<file path="src/rtl/page_walk_arbiter_pkg.sv">
// Shared types and constants for the two-port page-walk arbiter.
// Holds the FSM encoding, table-select values and the default walk timeout.
package page_walk_arbiter_pkg;

  typedef enum logic [1:0] {
    StIdle  = 2'd0,
    StIssue = 2'd1,
    StWait  = 2'd2,
    StResp  = 2'd3
  } state_e;

  // Value of the latched SPEC bit selecting each page table.
  localparam logic TblSel8B  = 1'b0;
  localparam logic TblSel32B = 1'b1;

  localparam int unsigned TimeoutCycDefault = 15;

  // 32B pages cover four 8B pages, so the upper VPN bits index that table.
  function automatic logic [3:0] idx32(input logic [5:0] vpn);
    return vpn[5:2];
  endfunction

endpackage

</file>
<file path="src/rtl/page_walk_arbiter_rr_arb2.sv">
// Two-input round-robin arbiter with one-hot grant.
// The pointer moves to the non-winning port only when the grant is accepted.
module rr_arb2 (
  input  logic       clk,
  input  logic       rst,
  input  logic [1:0] req_i,
  input  logic       accept_i,
  output logic [1:0] gnt_o
);

  logic ptr_q, ptr_d;

  always_comb begin
    gnt_o = 2'b00;
    case (req_i)
      2'b01:   gnt_o = 2'b01;
      2'b10:   gnt_o = 2'b10;
      2'b11:   gnt_o = ptr_q ? 2'b10 : 2'b01;
      default: gnt_o = 2'b00;
    endcase
  end

  always_comb begin
    ptr_d = ptr_q;
    if (accept_i && (gnt_o != 2'b00)) begin
      ptr_d = ~gnt_o[1];
    end
  end

  always_ff @(posedge clk or posedge rst) begin
    if (rst) begin
      ptr_q <= 1'b0;
    end else begin
      ptr_q <= ptr_d;
    end
  end

endmodule

</file>
<file path="src/rtl/page_walk_arbiter.sv">
// Arbitrates page-table walks from two requesters onto the 8B and 32B page tables,
// one walk outstanding, with a per-walk timeout that reports ERR instead of DONE.
module page_walk_arbiter
  import page_walk_arbiter_pkg::*;
#(
  parameter int unsigned TIMEOUT_CYC = TimeoutCycDefault
) (
  input  logic        clk,
  input  logic        rst,
  input  logic        RQ0_RQST,
  input  logic        RQ0_SPEC,
  input  logic [5:0]  RQ0_VPN,
  output logic        RQ0_DONE,
  output logic        RQ0_ERR,
  output logic [11:0] RQ0_DATA,
  input  logic        RQ1_RQST,
  input  logic        RQ1_SPEC,
  input  logic [5:0]  RQ1_VPN,
  output logic        RQ1_DONE,
  output logic        RQ1_ERR,
  output logic [11:0] RQ1_DATA,
  output logic        PAGE_8B_RQST,
  output logic [5:0]  PAGE_8B_LOOKUP,
  input  logic [11:0] PAGE_8B_RECV,
  input  logic        PAGE_8B_COMPLETE,
  output logic        PAGE_32B_RQST,
  output logic [3:0]  PAGE_32B_LOOKUP,
  input  logic [7:0]  PAGE_32B_RECV,
  input  logic        PAGE_32B_COMPLETE,
  output logic        BUSY
);

  localparam logic [7:0] TimeoutLimit = 8'(TIMEOUT_CYC);

  state_e      state_q, state_d;
  logic        port_q, port_d;
  logic        spec_q, spec_d;
  logic [5:0]  vpn_q, vpn_d;
  logic        err_q, err_d;
  logic [7:0]  cnt_q, cnt_d;
  logic [11:0] data0_q, data0_d;
  logic [11:0] data1_q, data1_d;

  logic        accept;
  logic [1:0]  gnt;
  logic [7:0]  cnt_inc;
  logic        sel_complete;
  logic [11:0] sel_recv;

  rr_arb2 u_arb (
    .clk      (clk),
    .rst      (rst),
    .req_i    ({RQ1_RQST, RQ0_RQST}),
    .accept_i (accept),
    .gnt_o    (gnt)
  );

  assign cnt_inc = cnt_q + 8'd1;

  // Only the table that was strobed is listened to; the other COMPLETE is ignored.
  assign sel_complete = (spec_q == TblSel32B) ? PAGE_32B_COMPLETE : PAGE_8B_COMPLETE;
  assign sel_recv     = (spec_q == TblSel32B) ? {4'b0000, PAGE_32B_RECV} : PAGE_8B_RECV;

  always_comb begin
    state_d = state_q;
    port_d  = port_q;
    spec_d  = spec_q;
    vpn_d   = vpn_q;
    err_d   = err_q;
    cnt_d   = cnt_q;
    data0_d = data0_q;
    data1_d = data1_q;
    accept  = 1'b0;

    case (state_q)
      StIdle: begin
        if (RQ0_RQST || RQ1_RQST) begin
          accept  = 1'b1;
          port_d  = gnt[1];
          spec_d  = gnt[1] ? RQ1_SPEC : RQ0_SPEC;
          vpn_d   = gnt[1] ? RQ1_VPN : RQ0_VPN;
          err_d   = 1'b0;
          state_d = StIssue;
        end
      end
      StIssue: begin
        cnt_d   = 8'd0;
        state_d = StWait;
      end
      StWait: begin
        if (sel_complete) begin
          if (port_q) begin
            data1_d = sel_recv;
          end else begin
            data0_d = sel_recv;
          end
          state_d = StResp;
        end else begin
          cnt_d = cnt_inc;
          if (cnt_inc == TimeoutLimit) begin
            err_d   = 1'b1;
            state_d = StResp;
          end
        end
      end
      StResp: begin
        state_d = StIdle;
      end
      default: begin
        state_d = StIdle;
      end
    endcase
  end

  always_ff @(posedge clk or posedge rst) begin
    if (rst) begin
      state_q <= StIdle;
      port_q  <= 1'b0;
      spec_q  <= 1'b0;
      vpn_q   <= 6'd0;
      err_q   <= 1'b0;
      cnt_q   <= 8'd0;
      data0_q <= 12'd0;
      data1_q <= 12'd0;
    end else begin
      state_q <= state_d;
      port_q  <= port_d;
      spec_q  <= spec_d;
      vpn_q   <= vpn_d;
      err_q   <= err_d;
      cnt_q   <= cnt_d;
      data0_q <= data0_d;
      data1_q <= data1_d;
    end
  end

  // Outputs decode purely from registered state so reset clears them at once.
  assign BUSY = (state_q != StIdle);

  assign PAGE_8B_RQST    = (state_q == StIssue) && (spec_q == TblSel8B);
  assign PAGE_32B_RQST   = (state_q == StIssue) && (spec_q == TblSel32B);
  assign PAGE_8B_LOOKUP  = (BUSY && (spec_q == TblSel8B)) ? vpn_q : 6'd0;
  assign PAGE_32B_LOOKUP = (BUSY && (spec_q == TblSel32B)) ? idx32(vpn_q) : 4'd0;

  assign RQ0_DONE = (state_q == StResp) && !port_q && !err_q;
  assign RQ1_DONE = (state_q == StResp) && port_q && !err_q;
  assign RQ0_ERR  = (state_q == StResp) && !port_q && err_q;
  assign RQ1_ERR  = (state_q == StResp) && port_q && err_q;

  assign RQ0_DATA = data0_q;
  assign RQ1_DATA = data1_q;

endmodule
</file>
<file path="config.mk">
export PLATFORM = sky130hd
export DESIGN_NAME = page_walk_arbiter
export DESIGN_NICKNAME = d
export VERILOG_FILES = /design/src/rtl/page_walk_arbiter_pkg.sv /design/src/rtl/page_walk_arbiter_rr_arb2.sv /design/src/rtl/page_walk_arbiter.sv
export SDC_FILE = /design/constraint.sdc
export NUM_CORES = 1
export LEC_CHECK = 0
export CAP_MARGIN = 20
export CORE_ASPECT_RATIO = 2
export CORE_UTILIZATION = 48
export DETAILED_ROUTE_END_ITERATION = 7
export PLACE_DENSITY = 0.85
export SLEW_MARGIN = 20
export SYNTH_ARGS = -nofsm -noshare
export SYNTH_HDL_FRONTEND = slang
export SYNTH_SLANG_ARGS = --single-unit
</file>
<file path="constraint.sdc">
create_clock -name clk -period 5.4 [get_ports clk]
set_input_delay 0.81 -clock clk [delete_from_list [all_inputs] [get_ports clk]]
set_output_delay 0.81 -clock clk [all_outputs]
set_load 0.1 [all_outputs]
</file>
Yosys cells after proc, flatten, opt, wreduce, memory -nomap -nowiden. Index checks and enable logic that the tools add are counted.

Bits in registers: 44. Latch bits: 0. RAM bits: 0. Bits in read-only memories: 0. Output and inout bits: 41. Memories: 0.

$add $sub $neg: 1. Multipliers: 0. Divide/modulo/power cells: 0. Order comparisons: 0. Equality and inequality tests: 11. Shift-type cells: 0. Muxes and demuxes: 20. Bitwise gates (word level): 3. Reductions and logical operators: 25.

Operators by type and width (count): 8-bit one-hot mux with 2 select lines (1); 12-bit two-way mux (1); 6-bit two-way mux (2); 1-bit logical AND (11); 8-bit by 1-bit adder with 8-bit output, second input constant (1); 2-bit equality test, second input constant (4); 8-bit by 4-bit equality test with 1-bit output, second input constant (1); 2-bit two-way mux (4); 8-bit two-way mux (1); 2-bit one-hot mux with 4 select lines (1); 2-bit nonzero test (4); 1-bit two-way mux (7); 2-bit inequality test, second input constant (3); 2-bit one-hot mux with 3 select lines (1); 2-bit AND reduction (3); 3-bit AND reduction (2); 2-bit by 1-bit equality test with 1-bit output, second input constant (2); 4-bit two-way mux (1); 4-bit AND reduction (1); 3-bit inequality test, second input constant (1); 1-bit inverter (3); 1-bit zero test (2); 2-bit zero test (1); 1-bit one-hot mux with 2 select lines (1); 1-bit logical OR (1).

Longest topological paths before layout.
Depth after elaboration: 5. Mapped depth: 7. Depth with buffers taken out: 6.

Hierarchy. From an unflattened synthesis, not the netlist that was laid out.

Cells, all modules: 232. Area, all modules: 2229.6 um2.

Modules (own cells, without submodules): page_walk_arbiter (times used 1, cells an instance 225, area an instance 2170.8 um2); rr_arb2 (times used 1, cells an instance 7, area an instance 58.8 um2).

Least setup slack after synthesis. No wires, ideal clock.

Kind: flip-flop to output port. From: register state_q[0]. To: output port RQ0_DONE. Data arrival time: 2.762 ns. Setup slack: 1.828 ns. Cell stages (with the launch flop): 3. Buffers on the path: 0. Cell sequence: dfrtp_1 -> ha_1 -> nor3b_1.

Word-level cells in the longest chain between the ends: 3.

Ends and longest elaborated chain: start: declaration (line page_walk_arbiter.sv:35) `state_e state_q, state_d;`; start signal: assignment (line page_walk_arbiter.sv:117) `state_q <= StIdle;`; start signal: assignment (line page_walk_arbiter.sv:126) `state_q <= state_d;`; 2-bit equality test (line page_walk_arbiter.sv:145) `assign RQ0_DONE = (state_q == StResp) && !port_q && !err_q;`; 1-bit logical AND (2 in series) (line page_walk_arbiter.sv:145); end: declaration (line page_walk_arbiter.sv:13) `output logic RQ0_DONE,`.

Every way passes these cells.

Worst setup path after layout.
From: register spec_q. To: output port PAGE_32B_LOOKUP[1].

Word-level cells in the longest chain between the ends: 2.

Ends and longest elaborated chain: start: declaration (line page_walk_arbiter.sv:37) `logic spec_q, spec_d;`; start signal: assignment (line page_walk_arbiter.sv:128) `spec_q <= spec_d;`; 1-bit logical AND (line page_walk_arbiter.sv:143) `assign PAGE_32B_LOOKUP = (BUSY && (spec_q == TblSel32B)) ? idx32(vpn_q) : 4'd0;`; 4-bit two-way mux (line page_walk_arbiter.sv:143); end: declaration (line page_walk_arbiter.sv:27) `output logic [3:0] PAGE_32B_LOOKUP,`.

Every way passes these cells.

==> impl_results.md <==
* Die Outline Area at 4920 sq um
* Initial Utilization at 50.7%
* Largest net degree at the start of global routing at 45
* Crit-path cells: nor2b_1, and2_1, clkdlybuf4s50_1
* Top-count cell post-synth: sky130_fd_sc_hd__dfrtp_1
* Post-layout nets at between 300 and 400
* Avg WL per Cell at roughly 15 um
* Antenna violation net count after detailed routing at 0
* Number of levels the H-tree was split into at 2
* Total Negative Setup Slacks at 0 ps
* Worst Hold Slack at around 480 ps
* Global route total overflow at 0
* Insertion delay to the later sink of the worst-skew pair at 290 ps
* Standard cell with the maximum stage delay on the critical path: sky130_fd_sc_hd__clkdlybuf4s50_1
* Cts repair resizes at 0
* Synthesized instance count at between 200 and 250
* Peak clock frequency supported by timing at between 200 and 300 MHz
* #FFs+latches synth at 44
* Vias in the first global route at between 1500 and 2000
* Final Critical Period at 3630 ps
* Endpoint arrival time on the critical path at 2820 ps
* Vias at 1808
* Vias per std cell at 5.20
* Post-synthesis net count at 260
* Top post-synthesis cells by area: sky130_fd_sc_hd__dfrtp_1 50%, sky130_fd_sc_hd__mux2i_1 7.2%, sky130_fd_sc_hd__o21ai_0 5.4%, sky130_fd_sc_hd__nand2_1 3.9%, sky130_fd_sc_hd__and2_1 3.4%
* Number of pins exceeding their max-slew limit in the final report at 0
* Post-detailed-placement cell area at ~3000 sq um
* # fillers at 346
* Post-synth top cells: 44 x sky130_fd_sc_hd__dfrtp_1, 24 x sky130_fd_sc_hd__o21ai_0, 23 x sky130_fd_sc_hd__nand2_1
* I/O pin count at 81
* TritonCTS clock tree: built
* Standard-cell row count at 34
* Fraction of layout cells with a size suffix above 1 at 7.14%
* Crit-path max cell delay at 1130 ps
* Fraction of synthesized cell area taken by the top area cell type at 49.5%
* Setup repair after global routing missed its margin: no
* Antenna violations before repair at 0
* Post-detailed-placement half-perimeter wirelength at 4120 um
* Kind of end point of the critical path: output port
* Root cell of the clock tree: sky130_fd_sc_hd__clkbuf_8
* CTS Buf Count at 5
* Highest fanout seen on the critical path at 19
* Post-detailed-routing wire length at approximately 5300 um
* Startpoint-to-endpoint class of the critical path: flop to output port
* Reg-to-reg startpoint: spec_q$_DFFE_PP0P_
* Max cap viols at 0
* Initial DRT Pass Iterations at 4
* Class of the most critical hold timing path: flop to flop
* First-pass GRT wire length at 8680 um
* Number of cell instances on the worst register-to-register path at 3
* Primary flip-flop cell chosen by synthesis mapping: sky130_fd_sc_hd__dfrtp_1
* Number of DRC violations after detailed routing at 0
* Area leader, netlist: sky130_fd_sc_hd__dfrtp_1
* Worst slew margin relative to its limit at 30.1%
* Count of buffering cells on the critical path with inverters included at 1
* Final worst path period share at 67.3%
* Portion of the post-synthesis area used by sequential elements at about half
* Number of warnings issued by yosys at 0
* Total GRT Usage at 23.2%
* Hold Violations, Final at 0
* Setup Fix Bufs, Post-CTS at 0
* Count of distinct cell types in the synthesized netlist at 39
* Clock-pin slew reported for the worst setup and hold paths after clock tree synthesis at 80 ps
* Number of buffers added on ports at 80
* Overall die height at 98.3 um
* Transition at the pin with the smallest max-transition slack at 1050 ps
* Overall die width at ~50 um
* Category of the worst setup path launch point: flop
* Setup violation total in the final timing report at 0
* Instance count along the most critical hold path at 2
* Hold Crit Start: RQ0_DATA[0]$_DFFE_PP0P_
* Total core area at 4380 sq um
* Detailed router's first-iteration violation count at 25
* Total number of clock tree sinks at 44
* Hold_buf cts at 0
* CP delay by family, top: buffers and inverters
* Placer Congestion at approximately 0.85
* Cell area after layout at 3130 sq um
* Worst setup startpoint: spec_q$_DFFE_PP0P_
* Cell area after synthesis at 2220 sq um
* Number of flops mapped to enable cells by yosys at 0
* WP data required at approximately 4600 ps
* Synthesis-to-layout area growth at 40.7%
* Run status: finished clean
* Share of synthesized flip-flops with an asynchronous set or reset at 100%
* Maximum clock insertion buffer count at 2
* Mean instance size in the synthesized netlist at about 10 sq um
* Number of stages on the worst setup path at 3
* Setup clock skew after layout at ~6.6 ps
* ANT cells at 0
-- flip-flops by register name, summed over array words and instances, names as in the netlist --
signal       count
port_q           1
cnt_q            8
state_q          2
err_q            1
u_arb.ptr_q      1
RQ0_DATA        12
spec_q           1
vpn_q            6
RQ1_DATA        12
-- cells in the final DEF (no fill, tap or decap), drive strengths merged --
| cell type | n |
|---|---|
| nor3 | 1 |
| a21o | 1 |
| nor2b | 8 |
| a21boi | 1 |
| a31oi | 1 |
| a211o | 1 |
| and3 | 3 |
| ha | 6 |
| clkinv | 2 |
| mux2 | 10 |
| o2bb2ai | 1 |
| and3b | 1 |
| o21ai | 26 |
| dfrtp | 44 |
| nor4 | 2 |
| nor2 | 14 |
| a22o | 3 |
| nand2b | 1 |
| and2 | 12 |
| o22ai | 1 |
| clkbuf | 6 |
| o32ai | 1 |
| or3 | 1 |
| o22a | 1 |
| nand3b | 1 |
| nand3 | 4 |
| inv | 7 |
| a21oi | 10 |
| clkdlybuf4s50 | 80 |
| nand2 | 23 |
| xor2 | 1 |
| o21bai | 1 |
| nor3b | 2 |
| mux2i | 16 |
| buf | 1 |
-- layer usage --
layer	wire [um]	track usage, %	vias to the layer above
li1	-	-	895
met1	1910	25.1	857
met2	3030	42.4	44
met3	180	3.89	12
met4	166	10.1	0
met5	0	0	-
-- final timing paths --
path	endpoint	slack, ps
setup / recovery	PAGE_32B_LOOKUP[1]	1770
hold / removal	RQ0_DATA[0]$_DFFE_PP0P_	480
min in group asynchronous	vpn_q[3]$_DFFE_PP0P_	960
max in group asynchronous	RQ1_DATA[2]$_DFFE_PP0P_	4060
setup reg to reg	RQ0_DATA[9]$_DFFE_PP0P_	2990
hold reg to reg	RQ0_DATA[0]$_DFFE_PP0P_	480
-- metrics by stage --
stage               util [%]  setup WS [ps]  std cells
floorplan                  -           1830        214
global placement        69.6           2140        341
detailed placement      69.6           2070        341
CTS                     71.4           1760        348
global route            71.4           1640        348
finish                  71.4           1770        348
-- worst min-delay path, delay by kind of cell, from the launching register on --
| kind | cells | cell delay, ps |
|---|---|---|
| AOI/OAI and AO/OA | 1 | 60 |
| DFF | 1 | 340 |
| and+or+nand+nor | 1 | 40 |
-- final cells by class --
type / instances / area (sq um) / share of cell area, %
clock buffers: 6 / 72.6 / 2.32
clock inverters: 1 / 5.00 / 0.160
multi-input cells: 154 / 1040 / 33.4
flip-flops and latches: 44 / 1100 / 35.2
repair buffers: 81 / 808 / 25.8
well taps: 54 / 67.6 / 2.16
inverters: 8 / 30.0 / 0.960
-- logic make-up (layout without fill, tap and decap cells) --
family / count (synthesis) / in the layout / share of synthesized area (%)
and+or+nand+nor: 73 / 73 / 16.6
muxes: 26 / 26 / 13.1
adders and majority gates: 6 / 6 / 3.38
AOI/OAI and AO/OA: 48 / 48 / 13.5
DFF: 44 / 44 / 49.5
xor gates and xnor gates: 1 / 1 / 0.394
buffers and inverters: 16 / 96 / 3.55
Power is left out: the tool's default activity adds up to more than one toggle a clock period on the data nets, which glitch-free logic cannot reach.
